$ cat config.mk
export PLATFORM = sky130hd
export DESIGN_NAME = load_store_unit
export DESIGN_NICKNAME = d
export VERILOG_FILES = /design/src/rtl/toothless_pkg.sv /design/src/rtl/lsu_align.sv /design/src/rtl/load_store_unit.sv
export SDC_FILE = /design/constraint.sdc
export NUM_CORES = 1
export LEC_CHECK = 0
export BUFFER_PORTS_ARGS = -buffer_cell sky130_fd_sc_hd__buf_4
export CAP_MARGIN = 20
export CORE_ASPECT_RATIO = 0.75
export CORE_MARGIN = 2
export CORE_UTILIZATION = 40
export DETAILED_ROUTE_END_ITERATION = 10
export GPL_TIMING_DRIVEN = 0
export HOLD_SLACK_MARGIN = 0.02
export PLACE_DENSITY = 0.69
export SYNTH_ARGS = -nofsm -noshare
export SYNTH_HDL_FRONTEND = slang
export SYNTH_SLANG_ARGS = --single-unit
export TNS_END_PERCENT = 20
$ cat constraint.sdc
create_clock -name clk -period 2.4 [get_ports clk]
set_clock_uncertainty 0.1 [all_clocks]
set_input_delay 0.24 -clock clk [delete_from_list [all_inputs] [get_ports clk]]
set_output_delay 0.24 -clock clk [all_outputs]
set_load 0.05 [all_outputs]
$ cat src/rtl/toothless_pkg.sv
// Shared load/store unit types: access sizes, FSM states and small helpers
// for size normalisation and natural-alignment masking.
package toothless_pkg;

    typedef enum logic [1:0] {
        DATA_TYPE_BYTE = 2'b00,
        DATA_TYPE_HALF = 2'b01,
        DATA_TYPE_WORD = 2'b10
    } lsu_data_type_e;

    typedef enum logic [1:0] {
        IDLE,
        WAIT_GNT,
        WAIT_RVALID,
        DONE
    } lsu_state_e;

    // The unused 2'b11 encoding behaves as a word access.
    function automatic lsu_data_type_e lsu_norm_type(input logic [1:0] raw);
        case (raw)
            2'b00:   return DATA_TYPE_BYTE;
            2'b01:   return DATA_TYPE_HALF;
            default: return DATA_TYPE_WORD;
        endcase
    endfunction

    function automatic logic [1:0] lsu_align_off(input lsu_data_type_e t, input logic [1:0] off);
        case (t)
            DATA_TYPE_BYTE: return off;
            DATA_TYPE_HALF: return {off[1], 1'b0};
            default:        return 2'b00;
        endcase
    endfunction

endpackage

$ cat src/rtl/lsu_align.sv
// Lane steering for the load/store unit: store byte enables and replicated
// write data, plus load lane extraction with sign/zero extension.
module lsu_align
    import toothless_pkg::*;
(
    input  lsu_data_type_e st_type_i,
    input  logic [1:0]     st_off_i,
    input  logic [31:0]    wdata_i,
    output logic [3:0]     be_o,
    output logic [31:0]    wdata_o,
    input  lsu_data_type_e ld_type_i,
    input  logic [1:0]     ld_off_i,
    input  logic           ld_sign_ext_i,
    input  logic [31:0]    rdata_i,
    output logic [31:0]    rdata_o
);

    logic [7:0]  byte_lane;
    logic [15:0] half_lane;

    always_comb begin
        be_o    = 4'b1111;
        wdata_o = wdata_i;
        case (st_type_i)
            DATA_TYPE_BYTE: begin
                be_o    = 4'b0001 << st_off_i;
                wdata_o = {4{wdata_i[7:0]}};
            end
            DATA_TYPE_HALF: begin
                be_o    = 4'b0011 << {st_off_i[1], 1'b0};
                wdata_o = {2{wdata_i[15:0]}};
            end
            default: ;
        endcase
    end

    always_comb begin
        byte_lane = rdata_i[7:0];
        case (ld_off_i)
            2'd1:    byte_lane = rdata_i[15:8];
            2'd2:    byte_lane = rdata_i[23:16];
            2'd3:    byte_lane = rdata_i[31:24];
            default: byte_lane = rdata_i[7:0];
        endcase
        half_lane = ld_off_i[1] ? rdata_i[31:16] : rdata_i[15:0];
        rdata_o   = rdata_i;
        case (ld_type_i)
            DATA_TYPE_BYTE: rdata_o = {{24{ld_sign_ext_i & byte_lane[7]}}, byte_lane};
            DATA_TYPE_HALF: rdata_o = {{16{ld_sign_ext_i & half_lane[15]}}, half_lane};
            default:        rdata_o = rdata_i;
        endcase
    end

endmodule

$ cat src/rtl/load_store_unit.sv
// Execute-stage load/store unit: one req/gnt/rvalid transaction per access.
// Optional LSU_MISALIGNED_TRAP_EN traps misaligned half/word accesses locally.
module load_store_unit
    import toothless_pkg::*;
#(
    parameter int DATA_WIDTH = 32,
    parameter int ADDR_WIDTH = 32
) (
    input  logic                  clk,
    input  logic                  rst_n,
    input  logic                  data_req_i,
    input  logic                  data_we_i,
    input  logic [1:0]            data_type_i,
    input  logic                  data_sign_ext_i,
    input  logic [ADDR_WIDTH-1:0] addr_i,
    input  logic [DATA_WIDTH-1:0] wdata_i,
    output logic                  stall_o,
    output logic                  valid_o,
    output logic [DATA_WIDTH-1:0] rdata_o,
    output logic                  err_o,
    output logic                  misaligned_o,
    output logic                  mem_req_o,
    input  logic                  mem_gnt_i,
    output logic [ADDR_WIDTH-1:0] mem_addr_o,
    output logic                  mem_we_o,
    output logic [3:0]            mem_be_o,
    output logic [DATA_WIDTH-1:0] mem_wdata_o,
    input  logic                  mem_rvalid_i,
    input  logic [DATA_WIDTH-1:0] mem_rdata_i,
    input  logic                  mem_err_i
);

    lsu_state_e            state_q, state_d;
    logic                  we_q, sext_q;
    lsu_data_type_e        type_q;
    logic [1:0]            off_q;
    logic [ADDR_WIDTH-1:0] addr_q;
    logic [3:0]            be_q;
    logic [DATA_WIDTH-1:0] wdata_q;
    logic [DATA_WIDTH-1:0] rdata_q, rdata_d;
    logic                  err_q, err_d;

    lsu_data_type_e        req_type;
    logic [1:0]            req_off;
    logic [3:0]            req_be;
    logic [DATA_WIDTH-1:0] req_wdata, rdata_ext;
    logic                  accept, misal;

    assign req_type = lsu_norm_type(data_type_i);
    assign req_off  = lsu_align_off(req_type, addr_i[1:0]);
    assign accept   = (state_q == IDLE) && data_req_i;

    lsu_align u_align (
        .st_type_i     (req_type),
        .st_off_i      (req_off),
        .wdata_i       (wdata_i),
        .be_o          (req_be),
        .wdata_o       (req_wdata),
        .ld_type_i     (type_q),
        .ld_off_i      (off_q),
        .ld_sign_ext_i (sext_q),
        .rdata_i       (mem_rdata_i),
        .rdata_o       (rdata_ext)
    );

`ifdef LSU_MISALIGNED_TRAP_EN
    logic mis_q;
    assign misal = ((req_type == DATA_TYPE_HALF) && addr_i[0]) ||
                   ((req_type == DATA_TYPE_WORD) && (addr_i[1:0] != 2'b00));
    always_ff @(posedge clk or negedge rst_n) begin
        if (!rst_n)      mis_q <= 1'b0;
        else if (accept) mis_q <= misal;
    end
    assign misaligned_o = valid_o & mis_q;
`else
    assign misal        = 1'b0;
    assign misaligned_o = 1'b0;
`endif

    always_comb begin
        state_d = state_q;
        err_d   = err_q;
        rdata_d = rdata_q;
        case (state_q)
            IDLE: begin
                if (data_req_i) begin
                    if (misal) begin
                        state_d = DONE;
                        err_d   = 1'b1;
                    end else begin
                        state_d = WAIT_GNT;
                    end
                end
            end
            WAIT_GNT: if (mem_gnt_i) state_d = WAIT_RVALID;
            WAIT_RVALID: begin
                if (mem_rvalid_i) begin
                    state_d = DONE;
                    err_d   = mem_err_i;
                    // Store completions must not disturb the last load result.
                    if (!we_q) rdata_d = rdata_ext;
                end
            end
            DONE:    state_d = IDLE;
            default: state_d = IDLE;
        endcase
    end

    always_ff @(posedge clk or negedge rst_n) begin
        if (!rst_n) begin
            state_q <= IDLE;
            err_q   <= 1'b0;
            rdata_q <= '0;
            we_q    <= 1'b0;
            sext_q  <= 1'b0;
            type_q  <= DATA_TYPE_BYTE;
            off_q   <= 2'b00;
            addr_q  <= '0;
            be_q    <= 4'b0000;
            wdata_q <= '0;
        end else begin
            state_q <= state_d;
            err_q   <= err_d;
            rdata_q <= rdata_d;
            if (accept) begin
                we_q    <= data_we_i;
                sext_q  <= data_sign_ext_i;
                type_q  <= req_type;
                off_q   <= req_off;
                addr_q  <= {addr_i[ADDR_WIDTH-1:2], 2'b00};
                be_q    <= req_be;
                wdata_q <= req_wdata;
            end
        end
    end

    assign valid_o     = (state_q == DONE);
    assign stall_o     = accept || (state_q == WAIT_GNT) || (state_q == WAIT_RVALID);
    assign err_o       = valid_o & err_q;
    assign rdata_o     = rdata_q;
    assign mem_req_o   = (state_q == WAIT_GNT);
    assign mem_addr_o  = addr_q;
    assign mem_we_o    = we_q;
    assign mem_be_o    = be_q;
    assign mem_wdata_o = wdata_q;

endmodule

==> impl_summary.md <==
Worst setup path
The critical path required time is 2060 ps. The worst setup path is launched from a flip-flop. Data arrives at the worst endpoint at 1900 ps. The start-to-end type of the worst setup path is flip-flop to primary output.

In this run the worst path has a maximum fanout of 13. STA classifies the critical path endpoint as a primary output.

Drt
After detailed routing, the number of remaining DRC violations is 0. Across all layers, the routed design uses 4540 vias. The overall routed net length is 15700 um. The post-detailed-route via-to-cell ratio is 5.14. In the final routed layout, each cell accounts on average for 17.7 um. Once detail routing completed, the nets flagged for antenna violations numbered 0. After the first detailed-routing iteration, the DRC count stood at 236.

For this run, the detailed router's first-pass iteration total came to 5.

Power and ir drop
Per report_power, the combinational group accounts for 59.2% of the total. Per report_power, the sequential group accounts for 27.2% of the total. The clock network fraction of total power is 13.6%. The total leakage power is 3.53 nW.

For this design the ratio of total power to cell area is 1620 mW/mm^2. The switching power total is 6.09 mW. The internal portion of the total power is 5.92 mW.

IR analysis of the VDD net gives a maximum drop of 0.867 mV. The fraction of power spent switching nets is 50.7%.

GRT
The total congestion overflow is 0. The overall fraction of global-route tracks in use is 23.5%. Entering global routing, the biggest net connects 64 pins. The initial antenna violation count is 0. The first global-routing pass estimated 24700 um of wire. The via count of the first global-routing pass is 4716.

Yosys
Among all flip-flop cells after synthesis, the most frequent one is sky130_fd_sc_hd__dfrtp_1. The sequential cell area fraction in the yosys report is 53.4%. The number of different library cells in the post-synthesis netlist is 40. In this run, synthesis inferred 0 flip-flops with an integrated enable. The xor and xnor area share after synthesis is 0%.

The synthesized netlist occupies a cell area of 0.00501 mm^2. The adder-cell area share of the yosys netlist is 1.25%. The area fraction in compound gates after synthesis is 14.9%. The post-synthesis register bit count is 107. The dominant combinational cell family by area after synthesis is multiplexers. Of all flip-flops after synthesis, the portion carrying an async set or reset was 100%. Averaged over all synthesized cells, the footprint is 10.8 um^2. The synthesized netlist cell count is 466. During synthesis, Yosys emitted a total of 0 warnings. The mux contribution to synthesized area is 16.3%. The basic-gate share of the synthesized area counting and, or, nand and nor cells is 10.2%.

Floorplanning
The chip height is 101 um. The region available for standard cell placement spans 0.0123 mm^2. For this configuration, the core starts out at a cell density of 40.9%. The floorplan step defined a die boundary enclosing 0.0135 mm^2. The horizontal die dimension is 133 um. The number of placement rows is 35.

The top-level I/O count is 212.

Timing
Setup violations remaining at the end of the flow were counted as 0. Counting I/O delays and the setup requirement, the final critical path takes 2240 ps. The fraction of the cycle the final worst path needs is 93.4%. Setup repair after global routing left no endpoint under its margin. Measured against its own limit, the worst slew margin works out to 56.1%. Static timing analysis puts the maximum clock frequency at 446 MHz.

The count of final hold-check violations is 0. The worst-margin pin slew is 659 ps. The number of pins with negative max-slew slack in the final report is 0. The post-route setup TNS is 0 ps.

Clock tree
The deepest clock path buffer count is 2. Counting the buffers created by CTS gives 9. Once the clock tree was built, the setup fixing pass inserted 0 buffers. The CTS sink count is 107. Clock latency on the worst-skew pair, taken at its later pin, is 340 ps. TritonCTS built the clock tree.

Clock-pin slew was measured on the worst setup and hold paths at 70 ps. CTS built an H-tree with a depth of 3. The root buffer cell is sky130_fd_sc_hd__clkbuf_16.

Placed design
The cell area reported after detailed placement is 0.00681 mm^2. The count of input and output buffers is 207. The routability-driven placement congestion ratio is 0.860. The detailed placement HPWL is 11200 um.

Min path
The worst hold path class is input port to flip-flop.

Final layout
The post-route cell area is 0.00741 mm^2. At the end of the flow, the number of nets in the layout was 824. The repair_antennas step left the layout with diodes totalling 0. The filler cells instantiated in the layout total 1032. Of the cells placed in the final design, the portion with a size suffix greater than 1 is 41.4%. The area growth from synthesis to layout is 47.8%.

Status
The run finished with clean final reports.

Job
The count of max-cap constraint violations is 0.
==> registers in the layout, summed over array words and instances (netlist names) <==
register	count
mem_wdata_o	32
rdata_o	32
mem_addr_o	30
mem_be_o	4
off_q	2
state_q	2
type_q	2
err_q	1
mem_we_o	1
sext_q	1
==> cell usage after synthesis (all sizes together) (2+ instances only) <==
cell type / count / share of area (%)
dfrtp: 107 / 53
nand2: 58 / 4.3
nor2: 43 / 3.3
mux2: 42 / 9.4
o21ai: 42 / 4.2
a21oi: 39 / 4.6
mux2i: 32 / 6.4
clkbuf: 24 / 1.8
a221oi: 12 / 2.1
a22o: 11 / 1.9
buf: 11 / 1.6
inv: 8 / 0.60
ha: 5 / 1.2
a31oi: 4 / 0.50
nand2b: 4 / 0.50
nor2b: 4 / 0.50
and3b: 2 / 0.35
o22ai: 2 / 0.52
or2: 2 / 0.25
==> metal layers <==
layer,global-route usage (%),vias to the layer above,part of all wire (%)
li1,-,2122,-
met1,29.4,2186,42
met2,39.0,210,47
met3,8.25,22,9.6
met4,6.71,0,1.5
met5,0,-,0
==> worst paths after layout <==
kind | start | to | slack, ps | cells past startpoint
min | addr_i[18] | mem_addr_o[18]$_DFFE_PN0P_ | 30 | 2
min in group asynchronous | rst_n | err_q$_DFFE_PN0P_ | 360 | 2
max | state_q[0]$_DFFE_PN0P_ | stall_o | 160 | 6
max in group asynchronous | rst_n | mem_addr_o[13]$_DFFE_PN0P_ | 1120 | 3
min reg2reg | mem_wdata_o[15]$_DFFE_PN0P_ | mem_wdata_o[15]$_DFFE_PN0P_ | 380 | 2
max reg2reg | state_q[0]$_DFFE_PN0P_ | rdata_o[8]$_DFFE_PN0P_ | 210 | 7
==> cell families (layout without fill, tap and decap cells) <==
family,Yosys count,in the layout
and+or+nand+nor,119,119
AOI/OAI and AO/OA,116,116
DFF,107,107
muxes,75,75
buffers and inverters,43,293
adders and majority gates,5,5
other,1,3
==> cell usage in the layout, fill, tap and decap left out, drive strengths merged, types with 2 or more instances in the layout <==
cell type,Yosys,final
clkbuf,24,33
a22o,11,11
o21ai,42,42
or2,2,2
a31oi,4,4
mux2,42,42
nor2,43,43
dfrtp,107,107
ha,5,5
a221oi,12,12
and3b,2,2
conb,1,3
nor2b,4,4
clkinvlp,0,2
nand2,58,58
o22ai,2,2
a21oi,39,39
nand2b,4,4
bufinv,0,2
buf,11,219
dlygate4sd3,0,27
inv,8,8
clkinv,0,2
mux2i,32,32
==> final cells by class <==
| class | count | area, um^2 | area share, % |
|---|---|---|---|
| plain buffers | 34 | 168 | 2.26 |
| clock inverters | 6 | 88.8 | 1.20 |
| flip-flops and latches | 107 | 2680 | 36.1 |
| multi-input cells | 318 | 2150 | 29.0 |
| inverters | 8 | 30.0 | 0.405 |
| well taps | 166 | 208 | 2.80 |
| clock buffers | 10 | 239 | 3.22 |
| repair buffers | 235 | 1850 | 25.0 |
==> per-stage QoR <==
step | util, % | setup slack (ps) | hold slack (ps) | instances | power [mW]
floorplan | - | 400 | -156 | 468 | 8.08
global placement | 55.3 | 52.1 | 366 | 841 | 10.2
detailed placement | 55.6 | 3.75 | 194 | 842 | 10.3
CTS | 60.4 | 117 | 20.2 | 884 | 12.0
global route | 60.4 | 3.07 | 20.6 | 884 | 12.6
finish | 60.4 | 159 | 27.6 | 884 | 12.0
==> timing repair <==
action                                  4_1_cts  5_1_grt
gates cloned                                  0        0
endpoints found under the setup margin        1       10
resized for setup                             2        2
pin swaps                                     0        0
hold buffers                                 27        0
hold endpoints to repair                     70        0
==> power by group through the flow <==
stage | clock network [mW] | logic [mW] | registers, mW
global route | 1.73 | 7.51 | 3.37
CTS | 1.67 | 7.12 | 3.25
detailed placement | 0 | 7.08 | 3.26
finish | 1.63 | 7.11 | 3.27
floorplan | 0 | 1.99 | 6.09
global placement | 0 | 6.98 | 3.22
==> worst max-delay path, cell delays in order (launching register included) <==
cell	delay [ps]
sky130_fd_sc_hd__dfrtp_1	380
sky130_fd_sc_hd__inv_1	100
sky130_fd_sc_hd__ha_1	250
sky130_fd_sc_hd__nand2_2	250
sky130_fd_sc_hd__clkbuf_2	300
sky130_fd_sc_hd__nand2_1	80
sky130_fd_sc_hd__buf_4	190
Note: power is estimated with default switching activity, not from simulation.
